### src/rtl/rs232_pkg.sv
// Shared constants and enums for the RS-232 frame assembler.
package rs232_pkg;

  localparam logic [7:0] STX_BYTE = 8'h02;
  localparam logic [7:0] ETX_BYTE = 8'h03;

  typedef enum logic [1:0] {
    IDLE,
    PAYLOAD,
    ETX_WAIT
  } frame_state_t;

  typedef enum logic [1:0] {
    ERR_NONE,
    ERR_ETX,
    ERR_TIMEOUT,
    ERR_OVERRUN
  } err_code_t;

endpackage

### src/rtl/rs232_frame_timeout.sv
// Inter-byte idle counter for the frame assembler; saturates at TIMEOUT_CYCLES-1
// and flags expiry there. Used only when RS232_FRAME_TIMEOUT_EN is defined.
module rs232_frame_timeout #(
  parameter int unsigned TIMEOUT_CYCLES = 1000
) (
  input  logic clk,
  input  logic rst,
  input  logic i_clear,
  input  logic i_run,
  output logic o_expire_c
);

  localparam int unsigned TW = $clog2(TIMEOUT_CYCLES);
  localparam logic [TW-1:0] LAST = TW'(TIMEOUT_CYCLES - 1);

  logic [TW-1:0] r_cnt;

  always_ff @(posedge clk or negedge rst) begin
    if (!rst) begin
      r_cnt <= '0;
    end else if (i_clear) begin
      r_cnt <= '0;
    end else if (i_run && (r_cnt != LAST)) begin
      r_cnt <= r_cnt + TW'(1);
    end
  end

  assign o_expire_c = (r_cnt == LAST);

endmodule

### src/rtl/rs232_frame_rx.sv
// Assembles STX / payload / ETX frames from the byte receiver and hands the
// payload downstream over valid/ready. Optional timeout: RS232_FRAME_TIMEOUT_EN.
module rs232_frame_rx
  import rs232_pkg::*;
#(
  parameter int unsigned PAYLOAD_BYTES  = 6,
  parameter int unsigned TIMEOUT_CYCLES = 1000
) (
  input  logic                       clk,
  input  logic                       rst,
  input  logic                       in_valid,
  input  logic [7:0]                 in_data,
  output logic                       out_valid,
  input  logic                       out_ready,
  output logic [8*PAYLOAD_BYTES-1:0] out_data,
  output logic                       frame_err,
  output logic [1:0]                 err_code,
  output logic                       busy
);

  localparam int unsigned PW = 8 * PAYLOAD_BYTES;
  localparam int unsigned CW = $clog2(PAYLOAD_BYTES + 1);

  frame_state_t  r_state;
  logic [CW-1:0] r_cnt;
  logic [PW-1:0] r_shift;
  logic [PW-1:0] r_out_data;
  logic          r_out_valid;
  logic          r_frame_err;
  err_code_t     r_err_code;
  logic          r_busy;
  logic          w_expire;

`ifdef RS232_FRAME_TIMEOUT_EN
  logic w_tmo_clear;
  logic w_tmo_run;

  // Counter restarts on every byte and is held at zero outside a frame.
  assign w_tmo_clear = in_valid || (r_state == IDLE);
  assign w_tmo_run   = !w_tmo_clear;

  rs232_frame_timeout #(
    .TIMEOUT_CYCLES(TIMEOUT_CYCLES)
  ) u_timeout (
    .clk        (clk),
    .rst        (rst),
    .i_clear    (w_tmo_clear),
    .i_run      (w_tmo_run),
    .o_expire_c (w_expire)
  );
`else
  // No timeout: an incomplete frame waits indefinitely.
  assign w_expire = 1'b0 & (TIMEOUT_CYCLES != 0);
`endif

  always_ff @(posedge clk or negedge rst) begin
    if (!rst) begin
      r_state     <= IDLE;
      r_cnt       <= '0;
      r_shift     <= '0;
      r_out_data  <= '0;
      r_out_valid <= 1'b0;
      r_frame_err <= 1'b0;
      r_err_code  <= ERR_NONE;
      r_busy      <= 1'b0;
    end else begin
      r_frame_err <= 1'b0;
      if (r_out_valid && out_ready) begin
        r_out_valid <= 1'b0;
      end
      case (r_state)
        IDLE: begin
          if (in_valid && (in_data == STX_BYTE)) begin
            r_state <= PAYLOAD;
            r_cnt   <= '0;
            r_busy  <= 1'b1;
          end
        end
        PAYLOAD: begin
          if (in_valid) begin
            r_shift <= PW'({r_shift, in_data});
            r_cnt   <= r_cnt + CW'(1);
            if (r_cnt == CW'(PAYLOAD_BYTES - 1)) begin
              r_state <= ETX_WAIT;
            end
          end else if (w_expire) begin
            r_state     <= IDLE;
            r_busy      <= 1'b0;
            r_frame_err <= 1'b1;
            r_err_code  <= ERR_TIMEOUT;
          end
        end
        ETX_WAIT: begin
          if (in_valid) begin
            r_state <= IDLE;
            r_busy  <= 1'b0;
            if (in_data != ETX_BYTE) begin
              r_frame_err <= 1'b1;
              r_err_code  <= ERR_ETX;
            end else if (!r_out_valid || out_ready) begin
              // A same-cycle transfer frees the output slot for the new frame.
              r_out_data  <= r_shift;
              r_out_valid <= 1'b1;
            end else begin
              r_frame_err <= 1'b1;
              r_err_code  <= ERR_OVERRUN;
            end
          end else if (w_expire) begin
            r_state     <= IDLE;
            r_busy      <= 1'b0;
            r_frame_err <= 1'b1;
            r_err_code  <= ERR_TIMEOUT;
          end
        end
        default: begin
          r_state <= IDLE;
          r_busy  <= 1'b0;
        end
      endcase
    end
  end

  assign out_valid = r_out_valid;
  assign out_data  = r_out_data;
  assign frame_err = r_frame_err;
  assign err_code  = r_err_code;
  assign busy      = r_busy;

endmodule

### config.mk
export PLATFORM = sky130hd
export DESIGN_NAME = rs232_frame_rx
export DESIGN_NICKNAME = d
export VERILOG_FILES = /design/src/rtl/rs232_pkg.sv /design/src/rtl/rs232_frame_timeout.sv /design/src/rtl/rs232_frame_rx.sv
export SDC_FILE = /design/constraint.sdc
export NUM_CORES = 1
export LEC_CHECK = 0
export BUFFER_PORTS_ARGS = -buffer_cell sky130_fd_sc_hd__buf_4
export CORE_UTILIZATION = 55
export CTS_BUF_LIST = sky130_fd_sc_hd__clkbuf_4 sky130_fd_sc_hd__clkbuf_8 sky130_fd_sc_hd__clkbuf_16
export DETAILED_ROUTE_END_ITERATION = 10
export PLACE_DENSITY_LB_ADDON = 0.3
export REMOVE_ABC_BUFFERS = 1
export SETUP_SLACK_MARGIN = 0.5
export SLEW_MARGIN = 20
export SYNTH_ARGS = -nofsm -noshare
export SYNTH_HDL_FRONTEND = slang
export SYNTH_HIERARCHICAL = 1
export SYNTH_SLANG_ARGS = --single-unit
### constraint.sdc
create_clock -name clk -period 1.66 [get_ports clk]
set_input_delay 0.249 -clock clk [delete_from_list [all_inputs] [get_ports clk]]
set_output_delay 0.249 -clock clk [all_outputs]
set_load 0.02 [all_outputs]
==> run summary, run 1 <==
DR DRC count = 0
Core area = 7250 sq um
Reg-to-Reg End = r_shift[24]
Reg2reg path depth = 5
Slew @ Worst Pin = 373 ps
RR Startpoint = r_state[1]
Clock sinks = 106
CP arrival = 1800 ps
Min Clock Period, post-route = 1550 ps
Via count = 2548
Yosys cell types = 28
Post-synth EDFFs = 0
GP Congestion = 0.859
Mean Syn Cell Area = 16.0 sq um
Switch share = 25.7%
Die Area = 7860 sq um
DIE WIDTH = 88.6 um
Combinational share of power = 12.2%
Setup slack, reg-to-reg = 110 ps
Clock Skew = 12.8 ps
Antenna cells = 0
Clock network fraction of total power = 29.6%
Setup TNS Final = 0 ps
Pleak = 0.00300 uW
Critical path fanouts, max = 7
Max Cap Violations = 0
Int Pwr = 3760 uW
WL/cell = 19.5 um
Nets = 376
Final hold viol count = 0
Vert. Die Dim = 88.6 um
Dpl hpwl = 4520 um
FP Rows = 31
Post-synth ARST share = 100%
Synth Warn # = 6
Initial antenna violation count = 0
VDD IR max = 529 uV
Clock root buffer = clkbuf_8
Starting DRT DRC Count = 83
Hold depth = 2
Utilization after layout = 79.4%
First-pass GRT wire length = 13100 um
RSZ-0062 raised after global routing = true
Post-Route WL = 9100 um
Gr ovfl total = 0
Sequential-to-total area share from yosys stat = 64.3%
P_sw = 1300 uW
Total power = 5060 uW
Layout cell share with drive strength beyond 1 = 64.3%
IO Count = 65
Worst min path class = in -> reg
Crit path kind = reg -> reg
Hold Startpoint = in_data[1]
DR vias/cell = 5.47
TritonCTS clock tree = yes
Number of global-route vias before repair = 2545
Number of CTS-inserted buffers = 9
Deepest clock path buffer count = 2
# setup viols final = 0
1st-pass router iterations = 4
Critical Path RT = 1910 ps
Buffers on Ports = 64
Area taken by flip-flops and latches = 2650 sq um
Initial Util = 56.9%
CTS clk-pin slew, worst paths = 100 ps
Max_slew headroom = 75.2%
Main synth FF type = dfrtp_1
Pwr dens = 879 nW/um^2
F_max = 645 MHz
Yosys reg bits = 106
Syn Inst Count = 258
Max H-tree Level = 3
Skew-Pair Late Insertion Delay = 370 ps
GR Util All Layers = 23.2%
Fin crit share = 93.4%
Filler instances = 396
Largest net degree at the start of global routing = 51
Final antenna-violating net count = 0
Post-Syn Area = 4130 sq um
Status = finished clean
Worst Hold End = r_shift[1]
Area Growth Syn to Fin = 39.6%
Setup crit start kind = flip-flop
CP Capture Type = flip-flop
Max Slew Vio Count = 0
Multi-input gate area = 1560 sq um
Sequential Power Share = 58.1%
[power by group through the flow]
stage	Sequential [uW]	Combinational, uW	Clock [uW]
floorplan	2930	252	0
global placement	2960	396	0
detailed placement	2980	415	0
CTS	2930	518	1520
global route	2970	667	1660
finish	2940	619	1500
[worst max-delay path, stage by stage (launching register included)]
cell and delay [ps]:
dfrtp_1 400, buf_6 120, nand3b_1 230, buf_6 210, clkbuf_16 180, mux2_4 300
[timing repair]
item / 4_1_cts / 5_1_grt
setup buffers: 15 / 9
hold buffers: 1 / 0
hold endpoints to repair: 23 / 0
pin swaps: 6 / 5
gates resized for setup: 86 / 33
cloned: 5 / 1
endpoints found under the setup margin: 155 / 159
[worst max-delay path by stage]
| stage | startpoint | to | slack, ps | cells past startpoint |
|---|---|---|---|---|
| floorplan | r_state[0] | out_data[0] | -1230 | 3 |
| global placement | in_data[5] | r_state[0] | 50 | 4 |
| detailed placement | in_data[5] | r_state[0] | 30 | 4 |
| CTS | r_state[0] | out_data[9] | 190 | 5 |
| global route | r_state[1] | r_shift[24] | 90 | 5 |
| finish | r_state[1] | r_shift[24] | 110 | 5 |
[synthesized netlist by cell type, drive strengths merged, types with 2 or more instances]
cell     instances  area, sq um
a21oi            2         10.0
a2bb2oi          2         17.5
buf             12         85.1
dfrtp          106         2650
ha               2         25.0
inv              4         15.0
mux2            96         1080
nand2            4         15.0
nand2b           3         18.8
nand3b           2         15.0
nor2             3         11.3
nor4bb           2         20.0
o21ai            4         20.0
o31ai            2         15.0
or4              3         26.3
[kinds of logic after synthesis]
family | synth area share (%)
flip-flops | 64.3
multiplexers | 26.2
AND/OR/NAND/NOR | 4.64
buffers and inverters | 2.42
AO/OA/AOI/OAI | 1.88
adder cells (fa/ha/maj) | 0.606
[final cells by class]
| cell class | instances | area share [%] |
|---|---|---|
| clock buffers | 10 | 2.39 |
| clock inverters | 6 | 0.869 |
| inverters | 4 | 0.261 |
| multi-input cells | 136 | 27.1 |
| flip-flops and latches | 106 | 46.1 |
| well taps | 99 | 2.15 |
| repair buffers | 105 | 21.2 |
[metrics by stage]
stage / std cells / instance area [sq um] / hold WS (ps) / setup slack (ps)
global route: 466 / 5760 / 118 / 93.0
CTS: 456 / 5540 / 123 / 193
floorplan: 246 / 4040 / -46.6 / -1230
detailed placement: 419 / 4780 / 185 / 31.8
global placement: 419 / 4780 / 180 / 48.0
finish: 466 / 5760 / 134 / 110
[state kept, by name (all words and copies together), names as in the netlist]
register / count
busy: 1
err_code: 2
frame_err: 1
out_data: 48
out_valid: 1
r_cnt: 3
r_shift: 48
r_state: 2
[cells in the final DEF, fill, tap and decap left out, types with 2 or more instances in the layout]
| cell type | Yosys | layout |
|---|---|---|
| buf_4 | 0 | 30 |
| clkbuf_8 | 0 | 10 |
| buf_12 | 0 | 6 |
| inv_1 | 4 | 3 |
| nand2b_1 | 3 | 2 |
| buf_6 | 4 | 61 |
| a21oi_2 | 0 | 2 |
| mux2_2 | 96 | 74 |
| o21ai_1 | 0 | 3 |
| nand2_1 | 4 | 3 |
| buf_16 | 0 | 5 |
| mux2_4 | 0 | 22 |
| or4_4 | 1 | 3 |
| nand3b_1 | 2 | 2 |
| clkinv_4 | 0 | 2 |
| dfrtp_1 | 106 | 105 |
| nor4bb_4 | 0 | 2 |
| nor2_1 | 3 | 3 |
[routing by layer]
layer | vias up | GRT usage, % | part of all wire, %
li1 | 1139 | - | -
met1 | 1320 | 31.7 | 43
met2 | 68 | 36.6 | 51
met3 | 21 | 5.78 | 3.4
met4 | 0 | 8.06 | 2.5
met5 | - | 0 | 0
(Power assumes the default switching activity.)
==> inputs of run 2 (changes only) <==
Settings changed: CORE_MARGIN set to 2, CORE_UTILIZATION 55 to 35.
==> run 2 against run 1 <==
Net effect:
- register-to-register slack gained 30 ps
- hold slack better by 32 ps
- routed wire length is 12% lower
- sequential share of layout area increased by 0.51 points
- clock-buffer cell count did not move
- largest cell class unchanged
==> run summary, run 2 (synthesized netlist as in run 1, its figures left out) <==
WHS = 166 ps (was 134 ps)
Slew @ Worst Pin = 455 ps (was 373 ps)
Status = finished clean (unchanged)
DR DRC count = 0 (unchanged)
Crit path kind = reg -> reg (unchanged)
Setup crit start kind = flip-flop (unchanged)
Buffers on Ports = 64 (unchanged)
Met3 usage = 4.48% (was 5.78%)
DIE WIDTH = 113 um (was 88.6 um)
Max Slew Vio Count = 0 (unchanged)
Pwr dens = 994 nW/um^2 (was 879 nW/um^2)
Post-Route WL = 8010 um (was 9100 um)
Initial antenna violation count = 0 (unchanged)
Starting DRT DRC Count = 60 (was 83)
Dpl cells = 465 (was 419)
Most frequent cells in the layout = 106 x dfrtp_1, 96 x mux2_2, 52 x buf_4 (was 105 x dfrtp_1, 74 x mux2_2, 61 x buf_6)
Clock Skew = 5.63 ps (was 12.8 ps)
Gr ovfl total = 0 (unchanged)
Max Cap Violations = 0 (unchanged)
TritonCTS clock tree = yes (unchanged)
Post-Place Cell Area = 4870 sq um (was 4780 sq um)
Dpl hpwl = 4840 um (was 4520 um)
Core area = 11500 sq um (was 7250 sq um)
Fin crit share = 91.4% (was 93.4%)
Max_slew headroom = 69.6% (was 75.2%)
Number of CTS-inserted buffers = 9 (unchanged)
Commonest non-fill, non-tap cell in the layout = dfrtp_1 (unchanged)
Die Area = 12700 sq um (was 7860 sq um)
Final instance area = 5700 sq um (was 5760 sq um)
Critical Path RT = 1880 ps (was 1910 ps)
Antenna cells = 0 (unchanged)
Final hold viol count = 0 (unchanged)
Initial Util = 36.0% (was 56.9%)
Number of global-route vias before repair = 2433 (was 2545)
GP Congestion = 0.714 (was 0.859)
Filler instances = 989 (was 396)
Worst min path class = in -> reg (unchanged)
CTS clk-pin slew, worst paths = 70 ps (was 100 ps)
CP Capture Type = flip-flop (unchanged)
Via count = 2454 (was 2548)
# setup viols final = 0 (unchanged)
First-pass GRT wire length = 12500 um (was 13100 um)
VDD IR max = 451 uV (was 529 uV)
Vert. Die Dim = 113 um (was 88.6 um)
Clock root buffer = clkbuf_16 (was clkbuf_8)
GR Util All Layers = 12.7% (was 23.2%)
1st-pass router iterations = 4 (unchanged)
Nets = 374 (was 376)
F_max = 659 MHz (was 645 MHz)
RSZ-0062 raised after global routing = true (unchanged)
Non-filler cells, final = 507 (was 466)
GR peak layer = met2 (unchanged)
Pleak = 0.00294 uW (was 0.00300 uW)
Skew-Pair Late Insertion Delay = 340 ps (was 370 ps)
Critical path fanouts, max = 22 (was 7)
Area taken by flip-flops and latches = 2650 sq um (about the same)
Final antenna-violating net count = 0 (unchanged)
DR vias/cell = 4.84 (was 5.47)
Min Clock Period, post-route = 1520 ps (was 1550 ps)
CP arrival = 1740 ps (was 1800 ps)
WL/cell = 15.8 um (was 19.5 um)
Utilization after layout = 49.7% (was 79.4%)
Multi-input gate area = 1430 sq um (was 1560 sq um)
Met2 GRT Util = 18.6% (was 36.6%)
GR Util met1 = 17.7% (was 31.7%)
Largest net degree at the start of global routing = 32 (was 51)
Clock sinks = 106 (unchanged)
Deepest clock path buffer count = 2 (unchanged)
Area Growth Syn to Fin = 38.0% (was 39.6%)
Max H-tree Level = 3 (unchanged)
IO Count = 65 (unchanged)
Layout cell share with drive strength beyond 1 = 62.6% (was 64.3%)
FP Rows = 39 (was 31)
[run 2: cell count changes in the layout (fill, tap and decap cells not counted), moves of 10 or more]
| cell | before | now |
|---|---|---|
| clkbuf_8 | 10 | 0 |
| clkbuf_16 | 1 | 13 |
| buf_4 | 30 | 52 |
| mux2_2 | 74 | 96 |
| buf_6 | 61 | 36 |
| mux2_4 | 22 | 0 |
[run 2: stage by stage]
stage	worst slack (ps)	power, uW	setup TNS, ps
4_1_cts	190	5660	0
2_1_floorplan	-1230	3180	-95480
3_5_place_dp	57.4	3390	0
3_3_place_gp	54.3	3380	0
6_report	142	5660	0
5_1_grt	69.2	5930	0
[run 2: metal layers]
metal | share of wire (%) | wire [um] | vias up
met5 | 0 | 0 | -
met4 | 1.1 | 91 | 0
met3 | 4.7 | 374 | 7
met2 | 47 | 3740 | 53
met1 | 47 | 3800 | 1267
li1 | - | - | 1127
[run 2: layout make-up]
type | instances | area share, %
Clock inverter | 5 | 1.41
Inverter | 4 | 0.264
Multi-Input combinational cell | 136 | 25.0
Clock buffer | 10 | 4.09
Tap cell | 143 | 3.14
Sequential cell | 106 | 46.6
Timing Repair Buffer | 103 | 19.5
[run 2: final timing paths]
path                              from  depth (start not counted)  slack (ps)            to
min in group asynchronous          rst                          2         400   r_shift[10]
max in group asynchronous          rst                          3         680  out_data[22]
max reg2reg                 r_state[0]                          5         140  out_data[28]
min                         in_data[1]                          2         170    r_shift[1]
max                         r_state[0]                          5         140  out_data[28]
min reg2reg                err_code[0]                          1         480   err_code[0]
[run 2: repair_timing]
action                     4_1_cts  5_1_grt
setup endpoints to repair      104      141
cloned                           2        5
hold endpoints to repair        27        0
setup buffers                    7       12
hold buffers                     1        0
gates resized for setup         12       43
pin swaps                        1        6
[run 2: report_power, final]
| part | switching, uW | internal, uW |
|---|---|---|
| clock | 900 | 1330 |
| combinational | 198 | 306 |
| sequential | 148 | 2780 |
| total | 1240 | 4410 |
[run 2: critical path, cell delays in order (launching register included)]
cell and delay (ps):
dfrtp_1 360, and3b_2 230, nand4_1 110, buf_6 160
buf_12 180, mux2_2 350
==> inputs of run 3 (changes only) <==
Settings changed: REMOVE_ABC_BUFFERS 1 to not set.
==> run 3 against run 2 <==
Net effect:
- worst setup slack better by 21 ps
- clock skew is 4.1 ps higher
- sequential share of layout area increased by 1.3 points
- sequential power about the same
- fmax grew 1.4%
- via count down 1.5%
==> run summary, run 3 (synthesized netlist as in run 1, its figures left out) <==
GP Congestion = 0.748 (was 0.714)
Layout cell share with drive strength beyond 1 = 61.3% (was 62.6%)
Slew @ Worst Pin = 430 ps (was 455 ps)
Skew-Pair Late Insertion Delay = 340 ps (about the same)
Number of global-route vias before repair = 2371 (was 2433)
Crit path kind = reg -> reg (unchanged)
Max Cap Violations = 0 (unchanged)
Fin crit share = 90.2% (was 91.4%)
Initial antenna violation count = 0 (unchanged)
1st-pass router iterations = 4 (unchanged)
RSZ-0062 raised after global routing = true (unchanged)
Starting DRT DRC Count = 104 (was 60)
F_max = 668 MHz (was 659 MHz)
Worst min path class = in -> reg (unchanged)
FP Rows = 39 (unchanged)
Final instance area = 5540 sq um (was 5700 sq um)
Deepest clock path buffer count = 2 (unchanged)
Critical path fanouts, max = 19 (was 22)
Pleak = 0.00286 uW (was 0.00294 uW)
VDD IR max = 547 uV (was 451 uV)
Max H-tree Level = 3 (unchanged)
Final hold viol count = 0 (unchanged)
DIE WIDTH = 113 um (unchanged)
CTS clk-pin slew, worst paths = 70 ps (about the same)
Number of CTS-inserted buffers = 9 (unchanged)
Dpl hpwl = 4760 um (was 4840 um)
# setup viols final = 0 (unchanged)
Non-filler cells, final = 494 (was 507)
Reg2reg path depth = 5 (unchanged)
GR Util All Layers = 12.3% (was 12.7%)
Largest net degree at the start of global routing = 41 (was 32)
Max Slew Vio Count = 0 (unchanged)
CP peak stage delay = 370 ps (was 360 ps)
Core area = 11500 sq um (unchanged)
Final antenna-violating net count = 0 (unchanged)
Setup TNS Final = 0 ps (unchanged)
TritonCTS clock tree = yes (unchanged)
WL/cell = 15.3 um (was 15.8 um)
Initial Util = 36.0% (unchanged)
Die Area = 12700 sq um (unchanged)
Nets = 360 (was 374)
CP Depth = 5 (unchanged)
Status = finished clean (unchanged)
Post-Place Cell Area = 4860 sq um (was 4870 sq um)
Antenna cells = 0 (unchanged)
Critical Path RT = 1880 ps (about the same)
Most frequent cells in the layout = 105 x dfrtp_1, 95 x mux2_2, 40 x buf_4 (was 106 x dfrtp_1, 96 x mux2_2, 52 x buf_4)
IO Count = 65 (unchanged)
Dpl cells = 463 (was 465)
Setup crit start kind = flip-flop (unchanged)
Area Growth Syn to Fin = 34.3% (was 38.0%)
Worst path bufs/invs = 2 (unchanged)
Via count = 2417 (was 2454)
DR DRC count = 0 (unchanged)
Vert. Die Dim = 113 um (unchanged)
Clock root buffer = clkbuf_16 (unchanged)
CP max-delay cell = dfrtp_1 (unchanged)
Max_slew headroom = 71.4% (was 69.6%)
Pwr dens = 987 nW/um^2 (was 994 nW/um^2)
First-pass GRT wire length = 12300 um (was 12500 um)
CP Capture Type = flip-flop (unchanged)
Buffers on Ports = 64 (unchanged)
Clock sinks = 106 (unchanged)
Commonest non-fill, non-tap cell in the layout = dfrtp_1 (unchanged)
Min Clock Period, post-route = 1500 ps (was 1520 ps)
Gr ovfl total = 0 (unchanged)
Hold depth = 2 (unchanged)
Post-Syn Nets = 272
Post-Route WL = 7560 um (was 8010 um)
Crit path cell chain = and3b_2 > nand4_1 > buf_6 > buf_12 > mux2_2 (unchanged)
CP top delay family = flip-flops (unchanged)
DR vias/cell = 4.89 (was 4.84)
Clock Skew = 9.73 ps (was 5.63 ps)
CP arrival = 1720 ps (was 1740 ps)
[run 3: path summary, 6_finish.rpt]
| kind | start | to | slack (ps) |
|---|---|---|---|
| max reg2reg | r_state[1] | out_data[18] | 160 |
| min | in_valid | r_state[1] | 170 |
| max in group asynchronous | rst | r_cnt[0] | 680 |
| min in group asynchronous | rst | out_data[43] | 380 |
| min reg2reg | r_shift[47] | r_shift[47] | 510 |
| max | r_state[1] | out_data[18] | 160 |
[run 3: metrics by stage]
step | hold WS (ps) | setup WS, ps | utilization (%) | power (uW)
2_1_floorplan | -46.6 | 221 | - | 3210
3_3_place_gp | 215 | 31.3 | 42.4 | 3400
3_5_place_dp | 220 | 25.7 | 42.4 | 3420
4_1_cts | 143 | 174 | 46.8 | 5510
5_1_grt | 158 | 100 | 48.3 | 5740
6_report | 167 | 163 | 48.3 | 5470
[run 3: layout make-up]
cell class / instances / area [sq um]
Timing Repair Buffer: 89 / 991
Inverter: 4 / 15.0
Tap cell: 143 / 179
Fill cell: 1019 / 5920
Multi-Input combinational cell: 136 / 1420
Clock buffer: 10 / 239
Sequential cell: 106 / 2650
Clock inverter: 6 / 47.5
[run 3: per-layer routing]
layer  track usage (%)  wire length [um]
met1              17.8              3780
met2              17.8              3310
met3              3.13               348
met4              4.80               118
met5                 0                 0
[run 3: report_power, final]
part,leakage (uW),internal [uW],switching [uW]
Sequential,0.00145,2780,165
Clock,0.000140,1070,944
Combinational,0.00127,316,192
[run 3: timing repair]
action                                 CTS  global route
resized for setup                       14            40
setup endpoints to repair              103           135
pin swaps                                1             4
setup buffers                            7             3
cloned                                   4             0
hold buffers                             1             0
endpoints found under the hold margin   30             0
